==> src/rtl/dram_arb_pkg.sv <==
// ----------------------------------------------------------------------------
// ram_op_enum -- shared definitions for the DRAM arbiter slice.
//
// Contents:
//   DRAM_WR_B / DRAM_WR_H / DRAM_WR_W : access size codes carried on
//                                       mn_wr_sel_i (byte, halfword, word)
//   dram_state_e                      : arbiter FSM state encoding
// ----------------------------------------------------------------------------
package ram_op_enum;

   localparam logic [2:0] DRAM_WR_B = 3'b000;
   localparam logic [2:0] DRAM_WR_H = 3'b001;
   localparam logic [2:0] DRAM_WR_W = 3'b010;

   typedef enum logic [1:0] {
      ST_IDLE   = 2'd0,
      ST_ACCESS = 2'd1,
      ST_RESP   = 2'd2
   } dram_state_e;

endpackage

==> src/rtl/dram_lane_ctl.sv <==
// ----------------------------------------------------------------------------
// dram_lane_ctl -- combinational byte-lane control for one RAM access.
//
// Ports:
//   wr_sel     in  3     access size code (DRAM_WR_B/H/W, others undefined)
//   addr_lo    in  2     low byte-address bits of the access
//   wr_data    in  XLEN  right-aligned store data
//   byte_en    out 4     byte-lane enables for the size/offset
//   lane_data  out XLEN  store data replicated across all lanes
//   misaligned out 1     access cannot be issued (bad alignment or size code)
// ----------------------------------------------------------------------------
module dram_lane_ctl
   import ram_op_enum::*;
#(
   parameter int XLEN = 32
) (
   input  logic [2:0]      wr_sel,
   input  logic [1:0]      addr_lo,
   input  logic [XLEN-1:0] wr_data,
   output logic [3:0]      byte_en,
   output logic [XLEN-1:0] lane_data,
   output logic            misaligned
);

   // Undefined size codes fall through the default and are flagged as
   // misaligned, so the arbiter refuses them like a bad alignment.
   always_comb begin
      byte_en    = 4'b0000;
      lane_data  = wr_data;
      misaligned = 1'b1;
      case (wr_sel)
         DRAM_WR_B: begin
            byte_en    = 4'b0001 << addr_lo;
            lane_data  = {(XLEN/8){wr_data[7:0]}};
            misaligned = 1'b0;
         end
         DRAM_WR_H: begin
            byte_en    = 4'b0011 << {addr_lo[1], 1'b0};
            lane_data  = {(XLEN/16){wr_data[15:0]}};
            misaligned = addr_lo[0];
         end
         DRAM_WR_W: begin
            byte_en    = 4'b1111;
            lane_data  = wr_data;
            misaligned = (addr_lo != 2'b00);
         end
         default: begin
         end
      endcase
   end

endmodule

==> src/rtl/dram_arb.sv <==
// ----------------------------------------------------------------------------
// dram_arb -- two-requester arbiter in front of a single-port word RAM.
//
// Build option:
//   DRAM_ARB_RR_EN  defined   : round-robin between m0 and m1
//                   undefined : fixed priority, m0 always wins
//
// Ports (n = 0,1):
//   clk_i, rst_n_i           clock, async active-low reset
//   mn_req_i                 request, held until mn_gnt_o
//   mn_wr_en_i               1 = store, 0 = load
//   mn_wr_sel_i [2:0]        size code B/H/W
//   mn_addr_i   [XLEN-1:0]   byte address
//   mn_wr_data_i[XLEN-1:0]   right-aligned store data
//   mn_gnt_o                 pulse when the access is issued
//   mn_rd_valid_o            pulse when load data is on mn_rd_data_o
//   mn_rd_data_o[XLEN-1:0]   full aligned RAM word
//   mn_err_o                 pulse on a refused (misaligned) access
//   ram_addr_o  [XLEN-1:0]   word address (byte address with [1:0] = 0)
//   ram_rd_en_o              read strobe
//   ram_wr_byte_en_o[3:0]    byte-lane write enables
//   ram_wr_data_o[XLEN-1:0]  lane-replicated store data
//   ram_rd_data_i[XLEN-1:0]  read data, one cycle after ram_rd_en_o
// ----------------------------------------------------------------------------
module dram_arb
   import ram_op_enum::*;
#(
   parameter int XLEN = 32
) (
   input  logic            clk_i,
   input  logic            rst_n_i,
   input  logic            m0_req_i,
   input  logic            m0_wr_en_i,
   input  logic [2:0]      m0_wr_sel_i,
   input  logic [XLEN-1:0] m0_addr_i,
   input  logic [XLEN-1:0] m0_wr_data_i,
   output logic            m0_gnt_o,
   output logic            m0_rd_valid_o,
   output logic [XLEN-1:0] m0_rd_data_o,
   output logic            m0_err_o,
   input  logic            m1_req_i,
   input  logic            m1_wr_en_i,
   input  logic [2:0]      m1_wr_sel_i,
   input  logic [XLEN-1:0] m1_addr_i,
   input  logic [XLEN-1:0] m1_wr_data_i,
   output logic            m1_gnt_o,
   output logic            m1_rd_valid_o,
   output logic [XLEN-1:0] m1_rd_data_o,
   output logic            m1_err_o,
   output logic [XLEN-1:0] ram_addr_o,
   output logic            ram_rd_en_o,
   output logic [3:0]      ram_wr_byte_en_o,
   output logic [XLEN-1:0] ram_wr_data_o,
   input  logic [XLEN-1:0] ram_rd_data_i
);

   dram_state_e     state;
   logic            win;
   logic            r_wr_en;
   logic [2:0]      r_sel;
   logic [XLEN-1:0] r_addr;
   logic [XLEN-1:0] r_data;
   logic            pick_m1;
   logic [3:0]      lane_byte_en;
   logic [XLEN-1:0] lane_data;
   logic            misaligned;
   logic            in_access;
   logic            in_resp;

`ifdef DRAM_ARB_RR_EN
   // rr_ptr names the requester preferred on the next simultaneous request;
   // it flips away from whoever was granted, so ties alternate.
   logic rr_ptr;

   always_ff @(posedge clk_i or negedge rst_n_i) begin
      if (!rst_n_i) begin
         rr_ptr <= 1'b0;
      end else if (state == ST_IDLE && (m0_req_i || m1_req_i)) begin
         rr_ptr <= ~pick_m1;
      end
   end

   always_comb begin
      pick_m1 = m1_req_i;
      if (m0_req_i && m1_req_i) begin
         pick_m1 = rr_ptr;
      end
   end
`else
   // Fixed priority: m1 only wins when m0 is not asking.
   always_comb begin
      pick_m1 = m1_req_i && !m0_req_i;
   end
`endif

   // The winner's request is captured in IDLE; everything driven during
   // ACCESS and RESP comes from these registers, so requesters may change
   // their inputs as soon as they see the grant.
   always_ff @(posedge clk_i or negedge rst_n_i) begin
      if (!rst_n_i) begin
         state   <= ST_IDLE;
         win     <= 1'b0;
         r_wr_en <= 1'b0;
         r_sel   <= 3'b000;
         r_addr  <= '0;
         r_data  <= '0;
      end else begin
         case (state)
            ST_IDLE: begin
               if (m0_req_i || m1_req_i) begin
                  win     <= pick_m1;
                  r_wr_en <= pick_m1 ? m1_wr_en_i   : m0_wr_en_i;
                  r_sel   <= pick_m1 ? m1_wr_sel_i  : m0_wr_sel_i;
                  r_addr  <= pick_m1 ? m1_addr_i    : m0_addr_i;
                  r_data  <= pick_m1 ? m1_wr_data_i : m0_wr_data_i;
                  state   <= ST_ACCESS;
               end
            end
            ST_ACCESS: begin
               state <= (r_wr_en || misaligned) ? ST_IDLE : ST_RESP;
            end
            ST_RESP: begin
               state <= ST_IDLE;
            end
            default: begin
               state <= ST_IDLE;
            end
         endcase
      end
   end

   dram_lane_ctl #(.XLEN(XLEN)) u_lane (
      .wr_sel     (r_sel),
      .addr_lo    (r_addr[1:0]),
      .wr_data    (r_data),
      .byte_en    (lane_byte_en),
      .lane_data  (lane_data),
      .misaligned (misaligned)
   );

   assign in_access = (state == ST_ACCESS);
   assign in_resp   = (state == ST_RESP);

   // Refused accesses still grant so the requester releases its request,
   // but they carry no RAM strobe and never reach RESP.
   assign m0_gnt_o      = in_access && !win;
   assign m1_gnt_o      = in_access &&  win;
   assign m0_err_o      = in_access && !win && misaligned;
   assign m1_err_o      = in_access &&  win && misaligned;
   assign m0_rd_valid_o = in_resp && !win;
   assign m1_rd_valid_o = in_resp &&  win;
   assign m0_rd_data_o  = (in_resp && !win) ? ram_rd_data_i : '0;
   assign m1_rd_data_o  = (in_resp &&  win) ? ram_rd_data_i : '0;

   assign ram_addr_o       = {r_addr[XLEN-1:2], 2'b00};
   assign ram_rd_en_o      = in_access && !r_wr_en && !misaligned;
   assign ram_wr_byte_en_o = (in_access && r_wr_en && !misaligned) ? lane_byte_en : 4'b0000;
   assign ram_wr_data_o    = lane_data;

endmodule
==> config.mk <==
export PLATFORM = sky130hd
export DESIGN_NAME = dram_arb
export DESIGN_NICKNAME = d
export VERILOG_FILES = /design/src/rtl/dram_arb_pkg.sv /design/src/rtl/dram_lane_ctl.sv /design/src/rtl/dram_arb.sv
export SDC_FILE = /design/constraint.sdc
export NUM_CORES = 1
export LEC_CHECK = 0
export CAP_MARGIN = 0
export CORE_AREA = 2 2 112 136
export CTS_BUF_LIST = sky130_fd_sc_hd__clkbuf_4
export CTS_CLUSTER_DIAMETER = 200
export DETAILED_ROUTE_END_ITERATION = 16
export DIE_AREA = 0 0 114 138
export HOLD_SLACK_MARGIN = 0.15
export PLACE_DENSITY = 0.78
export SYNTH_ARGS = -nofsm -noshare
export SYNTH_HDL_FRONTEND = slang
export SYNTH_SLANG_ARGS = --single-unit
==> constraint.sdc <==
create_clock -name clk_i -period 1.74 [get_ports clk_i]
set_clock_uncertainty 0.2 [all_clocks]
set_input_delay 0.261 -clock clk_i [delete_from_list [all_inputs] [get_ports clk_i]]
set_output_delay 0.261 -clock clk_i [all_outputs]
set_load 0.03 [all_outputs]
-- After elaboration in Yosys (flattened, before gate mapping)
Cells that the tools add are included.
- multipliers: 0
- add/subtract/negate cells: 0
- reduce and logical (&&, ||, !) cells: 21
- equality and inequality tests: 5
- divide/modulo/power cells: 0
- multiplexer cells: 13
- bitwise operators: 0
- magnitude comparators: 0
- shifts and indexed selects: 2
- operator list (cell ; count):
    32-bit 2-to-1 mux ; 4
    32-bit one-hot mux with 2 select lines ; 1
    4-bit one-hot mux with 3 select lines ; 1
    1-bit logical AND ; 11
    1-bit logical NOT ; 4
    2-bit 2-to-1 mux ; 2
    4-bit 2-to-1 mux ; 1
    2-bit one-hot mux with 2 select lines ; 1
    1-bit by 2-bit left shift with 4-bit output, first input constant ; 1
    2-bit by 2-bit left shift with 4-bit output, first input constant ; 1
    3-bit by 1-bit == test with 1-bit output, second input constant ; 1
    3-bit by 2-bit == test with 1-bit output, second input constant ; 1
    3-bit logical NOT ; 1
    3-bit 2-to-1 mux ; 1
    1-bit one-hot mux with 3 select lines ; 1
    2-bit by 1-bit == test with 1-bit output, second input constant ; 1
    2-bit == test, second input constant ; 1
    2-bit logical NOT ; 1
    1-bit logical OR ; 2
    2-bit inequality test, second input constant ; 1
    2-bit AND reduction ; 1
    2-bit nonzero test ; 1
    1-bit 2-to-1 mux ; 1
- logic and storage cells: 47
- output and inout port bits: 139
- input bits: 172
- memories kept: 0
- bits in writable memories: 0
- bits in read-only memories: 0
- flip-flop bits (word level): 71
- latch bits: 0

-- Depth between registers and ports, before layout
Gate-level depths: netlist of the first run.
- depth in word-level cells: 5
- gate-level depth with buffers: 6
- mapped depth without buffers: 3

-- Cells and area by module
From an unflattened synthesis of the first run, not the netlist that was laid out.
- cell total of the unflattened synthesis: 424
- area total of the unflattened synthesis: 4663.2 µm²
- modules (own cells, without submodules) (module ; instances ; area each (µm²) ; sequential area each (µm²) ; cells an instance):
    dram_arb ; 1 ; 4127.7 ; 1776.7 ; 354
    dram_lane_ctl ; 1 ; 535.5 ; 0.0 ; 70

-- Worst setup path after synthesis of the first run
OpenSTA, ideal clock, no wires.
- path type: register to output
- start: reg r_sel[1]
- end: out ram_wr_byte_en_o[0]
- cell stages (with the launch flop): 5
- arrival: 1661 ps
- data required time: 1279 ps
- slack: -382 ps
- buffers on the path: 1
- cell sequence: dfrtp_1 -> clkbuf_1 -> nor2_2 -> a21oi_1 -> nor3_1
- cells in the longest elaborated chain, start to end: 5
- elaborated cells on any way between the ends: 8
- those cells by class: eq/ne: 2; mux: 3; reduce/logical: 3
- ends and longest elaborated chain (item ; RTL line ; RTL):
    start: declaration ; dram_arb.sv:60 ; logic [2:0] r_sel;
    start signal: assignment ; dram_arb.sv:113 ; r_sel <= pick_m1 ? m1_wr_sel_i : m0_wr_sel_i;
    3-bit by 2-bit == test with 1-bit output, or another cell as far along ; dram_lane_ctl.sv:31 ; case (wr_sel)
    1-bit one-hot mux with 3 select lines ; dram_lane_ctl.sv:31 ;
    1-bit logical NOT ; dram_arb.sv:157 ; assign ram_wr_byte_en_o = (in_access && r_wr_en && !misaligned) ? lane_byte_en : 4'b0000;
    1-bit logical AND ; dram_arb.sv:157 ;
    4-bit 2-to-1 mux (*) ; dram_arb.sv:157 ;
    end: declaration ; dram_arb.sv:52 ; output logic [3:0] ram_wr_byte_en_o,
Every way passes the cells marked *; elsewhere a longest branch is shown, timed or not.

-- Worst setup path after layout of the first run
- start: reg r_sel[0]
- end: out ram_wr_byte_en_o[2]
Same word-level chain as after synthesis.

==> reports/qor.yml, run 1 <==
drt:
  drtPass1Iterations: 4
  vias: 4593
  drc: 0
  ant_nets: 0
  wl_per_cell_um: 21.0
  vias_per_cell: 4.89
  drtIter0Drc: 173
  wl_um: 19700
finish:
  syn_to_final_growth_pct: 105
  drive_above_1_share_pct: 62.3
  instances_no_fill: 939
  postLayoutCellArea_sq_um: 9910
  final_nets: 926
yosys:
  syn_inst: 412
  netlist.area_leader.share_pct: 36.8
  ys_top_cells_by_area: "dfrtp_1 (37%), mux2_2 (26%), mux2_4 (12%)"
  ys_seq_area_share_pct: 36.8
  synth_most_common_cell: "mux2_2"
  ys_seq_elements: 71
  postSynthAreaPerCell_sq_um: 11.7
  yosys.area.top_type: "dfrtp_1"
  synth_common_cells: "mux2_2 (112), dfrtp_1 (71), and2_1 (67)"
  ys_warn_count: 0
  async_flop_share_pct: 100
  ys_types: 25
  syn_area_sq_um: 4830
  synth_edf_count: 0
  synth_top_flop_cell: "dfrtp_1"
worst_setup_path:
  worstPathArrival_ps: 1830
  setup.worst_path.end: "ram_wr_byte_en_o[2]"
  timing.rr.end: "r_addr[0]"
  cp_num_buf_inv: 2
  cp_data_required_time_ps: 1280
  crit_start: "r_sel[0]"
  slowest_stage: "dfrtp_2"
  critPathMaxStageDelay_ps: 460
  r2r.worst_path.cells: 6
  crit_path_max_fanout: 8
  r2r_start: "state[0]"
  setup.worst_path.class: "reg -> out"
  worstPathCellList: "buf_12, nor4_4, a21oi_4, nor3_2, buf_4"
  reg2reg_slack_ps: -120
  start_kind: "flop"
  end_kind: "output port"
  crit_family: "simple AND/OR/NAND/NOR gates"
  cp_num_cells: 5
clocking:
  clk_pin_slew_ps: 120
  cts_buffer_depth: 2
  cts_made_buffers: 9
  cts_tree: "done"
  cts-htree-levels: 3
  insertion_delay_ps: 420
  root_buffer: "clkbuf_4"
  cts.sinks: 71
placed_design:
  dpl_cell_area_sq_um: 8040
  dp_cells: 868
  hpwl_um: 12700
  io_buffers: 308
  gp_congestion: 0.811
run_status:
  violations: "setup timing"
  status: "finished, violations left"
timing:
  hold_violations: 0
  min_period_ps: 2290
  rsz0062_at_grt: "true"
  setup_ws_ps: -555
  fin_crit_sh_pct: 132
  final-setup-viol-count: 167
  drv_slew: 0
  max_clock_freq_ghz: 0.436
worst_hold_path:
  hold_path.class: "reg -> reg"
power_and_ir_drop:
  ir_drop_v: 0.00148
  p_leak_uw: 0.00446
  power_uw: 16100
  powerDensity_nw_per_um2: 1630
global_routing:
  grt_max_degree: 45
  grt_pass1_wl_um: 27900
  grt_pass1_vias: 5056
  grt_overflow: 0
  gr-usage-all-layers_pct: 23.0
  antenna_found_initial: 3
flow_run:
  maxCapViolations: 0
floorplanning:
  fp-row-count: 49
  core_area_sq_um: 14600
  start_util_pct: 33.1
  io_pins: 311
  die_w_um: 114
  die-area_sq_um: 15700
  die_h_um: 138
how the worst min path moves through the flow:
stage	from	to	slack [ps]	cells past startpoint
finish	r_addr[12]	r_addr[12]	320	1
global route	m1_wr_data_i[16]	r_data[16]	330	3
CTS	r_addr[7]	r_addr[7]	320	1
detailed placement	rst_n_i	r_addr[2]	-120	1
global placement	rst_n_i	r_addr[2]	-120	1
floorplan	rst_n_i	r_addr[0]	-230	0
what timing repair did:
item,4_1_cts,5_1_grt
gates resized for setup,344,108
endpoints found under the hold margin,71,1
setup endpoints to repair,183,189
hold buffers,3,1
pin swaps,44,12
buffers inserted,23,14
cloned,10,9
state kept, by name, indices dropped and copies added (netlist names):
name,cells
r_sel,3
state,2
r_addr,32
r_data,32
win,1
r_wr_en,1
final cells by class:
cell class / count / area, sq um
multi-input combinational: 274 / 3240
clock buffer: 9 / 67.6
fill: 980 / 4680
timing repair buffer: 397 / 4450
inverter: 1 / 3.75
antenna: 2 / 5.00
clock inverter: 7 / 135
sequential: 71 / 1790
tap: 178 / 223
metal layers:
metal | routed length (um) | up-vias | part of all wire, % | global-route usage, %
met3 | 1160 | 44 | 5.9 | 5.66
met5 | 13 | - | 0.066 | 0
met2 | 10800 | 220 | 55 | 43.4
met4 | 658 | 2 | 3.3 | 9.56
li1 | - | 2063 | - | -
met1 | 7040 | 2264 | 36 | 23.7
placed cells by master (no fill, tap or decap), types with 6 or more instances in the layout:
cell             synthesis  routed
clkbuf_16                0       8
buf_12                   0      24
buf_2                   12       6
a21oi_1                 15       6
buf_6                    5     107
mux2_4                  38      94
dfrtp_1                 71      64
clkdlybuf4s15_1          0      13
buf_16                   0       6
and2_4                   0      66
buf_8                    0       6
mux2_2                 112      56
nor2_4                   0       8
clkdlybuf4s50_1          0     169
dfrtp_2                  0       7
buf_4                   41      36
clkbuf_4                 0       9
dlygate4sd2_1            0      14
a21oi_4                  0       8
metrics by stage:
| step | TNS [ps] | hold slack, ps | util, % | worst slack (ps) |
|---|---|---|---|---|
| after floorplan | -2780 | -235 | - | -140 |
| after global placement | -34830 | -120 | 55.1 | -453 |
| after detailed placement | -36650 | -119 | 55.1 | -483 |
| after CTS | -50260 | 320 | 64.7 | -559 |
| after global routing | -62570 | 333 | 67.9 | -625 |
| final | -50300 | 322 | 67.9 | -555 |
report_power, final:
group | switching [uW] | internal (uW) | total (uW)
sequential | 716 | 2500 | 3220
combinational | 5280 | 6130 | 11400
clock | 643 | 863 | 1510
total | 6640 | 9500 | 16100
cells by family (layout without fill, tap and decap cells):
family,after synthesis,count (layout),synth area share [%]
AO/OA/AOI/OAI,16,16,1.71
buffers and inverters,68,414,9.57
multiplexers,160,160,40.0
other,1,4,0.0777
flip-flops,71,71,36.8
AND/OR/NAND/NOR,96,96,11.8
No activity file was read; power rests on OpenSTA's default activity.
==> inputs of run 2 (changes only) <==
GPL_TIMING_DRIVEN = 0   (was unset)
==> run 2 against run 1 <==
- the run still ends with setup timing left
- sequential power increased by 4%
- critical path depth unchanged
- largest cell class unchanged
- non-clock buffer count increased by 36
- power increased by 1.4%
- global-route usage increased by 0.57 points
- critical endpoint is now ram_wr_data_o[9]
- cell count increased by 3.8%
- fmax decreased by 0.94%
- die area unchanged
==> reports/qor.yml, run 2 (synthesis gave the netlist of run 1 again) <==
run_status:
  status: "finished, violations left"
  violations: "setup timing"
timing:
  fin_crit_sh_pct: 133  # +1.3 points
  final-setup-viol-count: 168  # +0.60%
  drv_slew: 0  # unchanged
  max_clock_freq_ghz: 0.432  # -0.94%
  setup_tns_ps: -61130  # -10830 ps
  rsz0062_at_grt: "true"
  min_period_ps: 2320  # +21.8 ps
  worst_pin_slew_ps: 799
  max-slew-margin-rel_pct: 46.7
  hold_violations: 0  # unchanged
  setup_ws_ps: -577  # -21.8 ps
worst_hold_path:
  hp-start: "r_addr[20]"
  hold_depth: 1  # unchanged
  hold_end: "r_addr[20]"
  hold_path.class: "reg -> reg"
power_and_ir_drop:
  powerDensity_nw_per_um2: 1630  # -0.15%
  p_leak_uw: 0.00463  # +4.0%
  ir_drop_v: 0.00114  # -23%
worst_setup_path:
  r2r_start: "state[1]"
  setup.worst_path.class: "reg -> out"
  slowest_stage: "dfrtp_2"
  worstPathCellList: "buf_6, nor3_4, buf_12, mux2_4, buf_6"
  timing.rr.end: "r_data[20]"
  reg2reg_slack_ps: -300  # -180 ps
  cp_data_required_time_ps: 1280  # about the same
  end_kind: "output port"
  start_kind: "flop"
  crit_path_max_fanout: 8  # unchanged
  crit_start: "r_sel[1]"
  r2r.worst_path.cells: 9  # +3
  critPathMaxStageDelay_ps: 490  # +30 ps
  worstPathArrival_ps: 1860  # +30 ps
  crit_top_cell: "buf_6"
finish:
  instances_no_fill: 975  # +3.8%
  fillers: 1027  # +4.8%
  syn_to_final_growth_pct: 108
  reg_top3: "r_addr (32), r_data (32), r_sel (3)"
  drive_above_1_share_pct: 67.5  # +5.1 points
  final_nets: 963  # +4.0%
  mostFrequentLayoutCell: "clkdlybuf4s50_1"
  final_cell_mix: "clkdlybuf4s50_1 (168), buf_6 (118), mux2_4 (102), and2_4 (66), buf_4 (61)"
drt:
  drtIter0Drc: 149  # -14%
  vias: 4682  # +1.9%
  wl_um: 20100  # +1.9%
  wl_met3_um: 1410  # +21%
  drtPass1Iterations: 4  # unchanged
  drc: 0  # unchanged
  wl_met2_um: 11400  # +5.3%
  ant_nets: 0  # unchanged
  highest_layer: "met4"
  vias_per_cell: 4.80  # -1.8%
  wl_met1_um: 6940  # -1.4%
  wl_per_cell_um: 20.6  # -1.9%
floorplanning:
  io_pins: 311  # unchanged
  start_util_pct: 33.1  # unchanged
  core_area_sq_um: 14600  # unchanged
  die-area_sq_um: 15700  # unchanged
  die_w_um: 114  # unchanged
  die_h_um: 138  # unchanged
  fp-row-count: 49  # unchanged
clocking:
  cts_tree: "done"
  cts_buffer_depth: 2  # unchanged
  insertion_delay_ps: 440  # +20 ps
  root_buffer: "clkbuf_4"
  cts-htree-levels: 3  # unchanged
  clk_pin_slew_ps: 130  # about the same
  cts.sinks: 71  # unchanged
  cts_made_buffers: 9  # unchanged
placed_design:
  io_buffers: 308  # unchanged
  hpwl_um: 13700  # +7.7%
  dp_cells: 900  # +3.7%
  gp_congestion: 0.817  # +0.79%
global_routing:
  grt_max_degree: 55  # +22%
  grt_pass1_vias: 5037  # -0.38%
  grt_overflow: 0  # unchanged
  gr-usage-all-layers_pct: 23.5  # +0.57 points
  grt_pass1_wl_um: 28300  # +1.2%
  antenna_found_initial: 1  # -2
flow_run:
  maxCapViolations: 0  # unchanged
-- run 2: power by group --
| group | total [uW] | internal [uW] | switching [uW] |
|---|---|---|---|
| registers | 3340 | 2510 | 829 |
| clock network | 1420 | 731 | 684 |
| logic | 11600 | 6310 | 5290 |
| total | 16400 | 9550 | 6810 |
-- run 2: per-stage QoR --
stage / hold WS [ps] / instance area, sq um / utilization, % / power, uW / setup WS (ps)
4_1_cts: 325 / 9690 / 66.4 / 15800 / -564
3_3_place_gp: 291 / 8270 / 56.7 / 12000 / -2390
5_1_grt: 338 / 10100 / 68.9 / 17100 / -654
3_5_place_dp: -39.7 / 8290 / 56.8 / 12100 / -969
6_report: 326 / 10100 / 69.0 / 16400 / -577
2_1_floorplan: -235 / 4960 / - / 8830 / -140
-- run 2: final cells by class --
| cell class | instances | area, sq um | share of cell area [%] |
|---|---|---|---|
| Antenna cell | 1 | 2.50 | 0.0249 |
| Clock buffer | 9 | 67.6 | 0.672 |
| Timing Repair Buffer | 369 | 3930 | 39.0 |
| Sequential cell | 71 | 1790 | 17.8 |
| Tap cell | 178 | 223 | 2.21 |
| Inverter | 1 | 3.75 | 0.0373 |
| Multi-Input combinational cell | 275 | 3260 | 32.4 |
| Clock inverter | 7 | 120 | 1.19 |
| Buffer | 64 | 661 | 6.57 |
-- run 2: worst max-delay path by stage --
stage | to | slack (ps) | cells past startpoint
final | ram_wr_data_o[9] | -580 | 5
after global routing | ram_wr_data_o[11] | -650 | 5
after CTS | ram_wr_data_o[11] | -560 | 5
after detailed placement | ram_wr_data_o[11] | -970 | 4
after global placement | r_addr[7] | -2390 | 1
after floorplan | ram_wr_data_o[18] | -140 | 4
-- run 2: worst max-delay path, delay by kind of cell, from the launching register on --
family	cells	cell delay, ps
DFF	1	490
buffers and inverters	3	450
muxes	1	320
and+or+nand+nor	1	140
-- run 2: repair_timing --
item	in CTS	in global routing
setup buffers	34	8
endpoints found under the setup margin	205	213
gates resized for setup	982	160
pin swaps	20	22
cloned	7	7
endpoints found under the hold margin	72	0
hold buffers	5	0
-- run 2: per-layer routing --
layer	GRT usage, %	up-vias
met5	0	-
met3	6.40	20
met2	46.8	209
met1	23.4	2313
li1	-	2140
met4	6.10	0
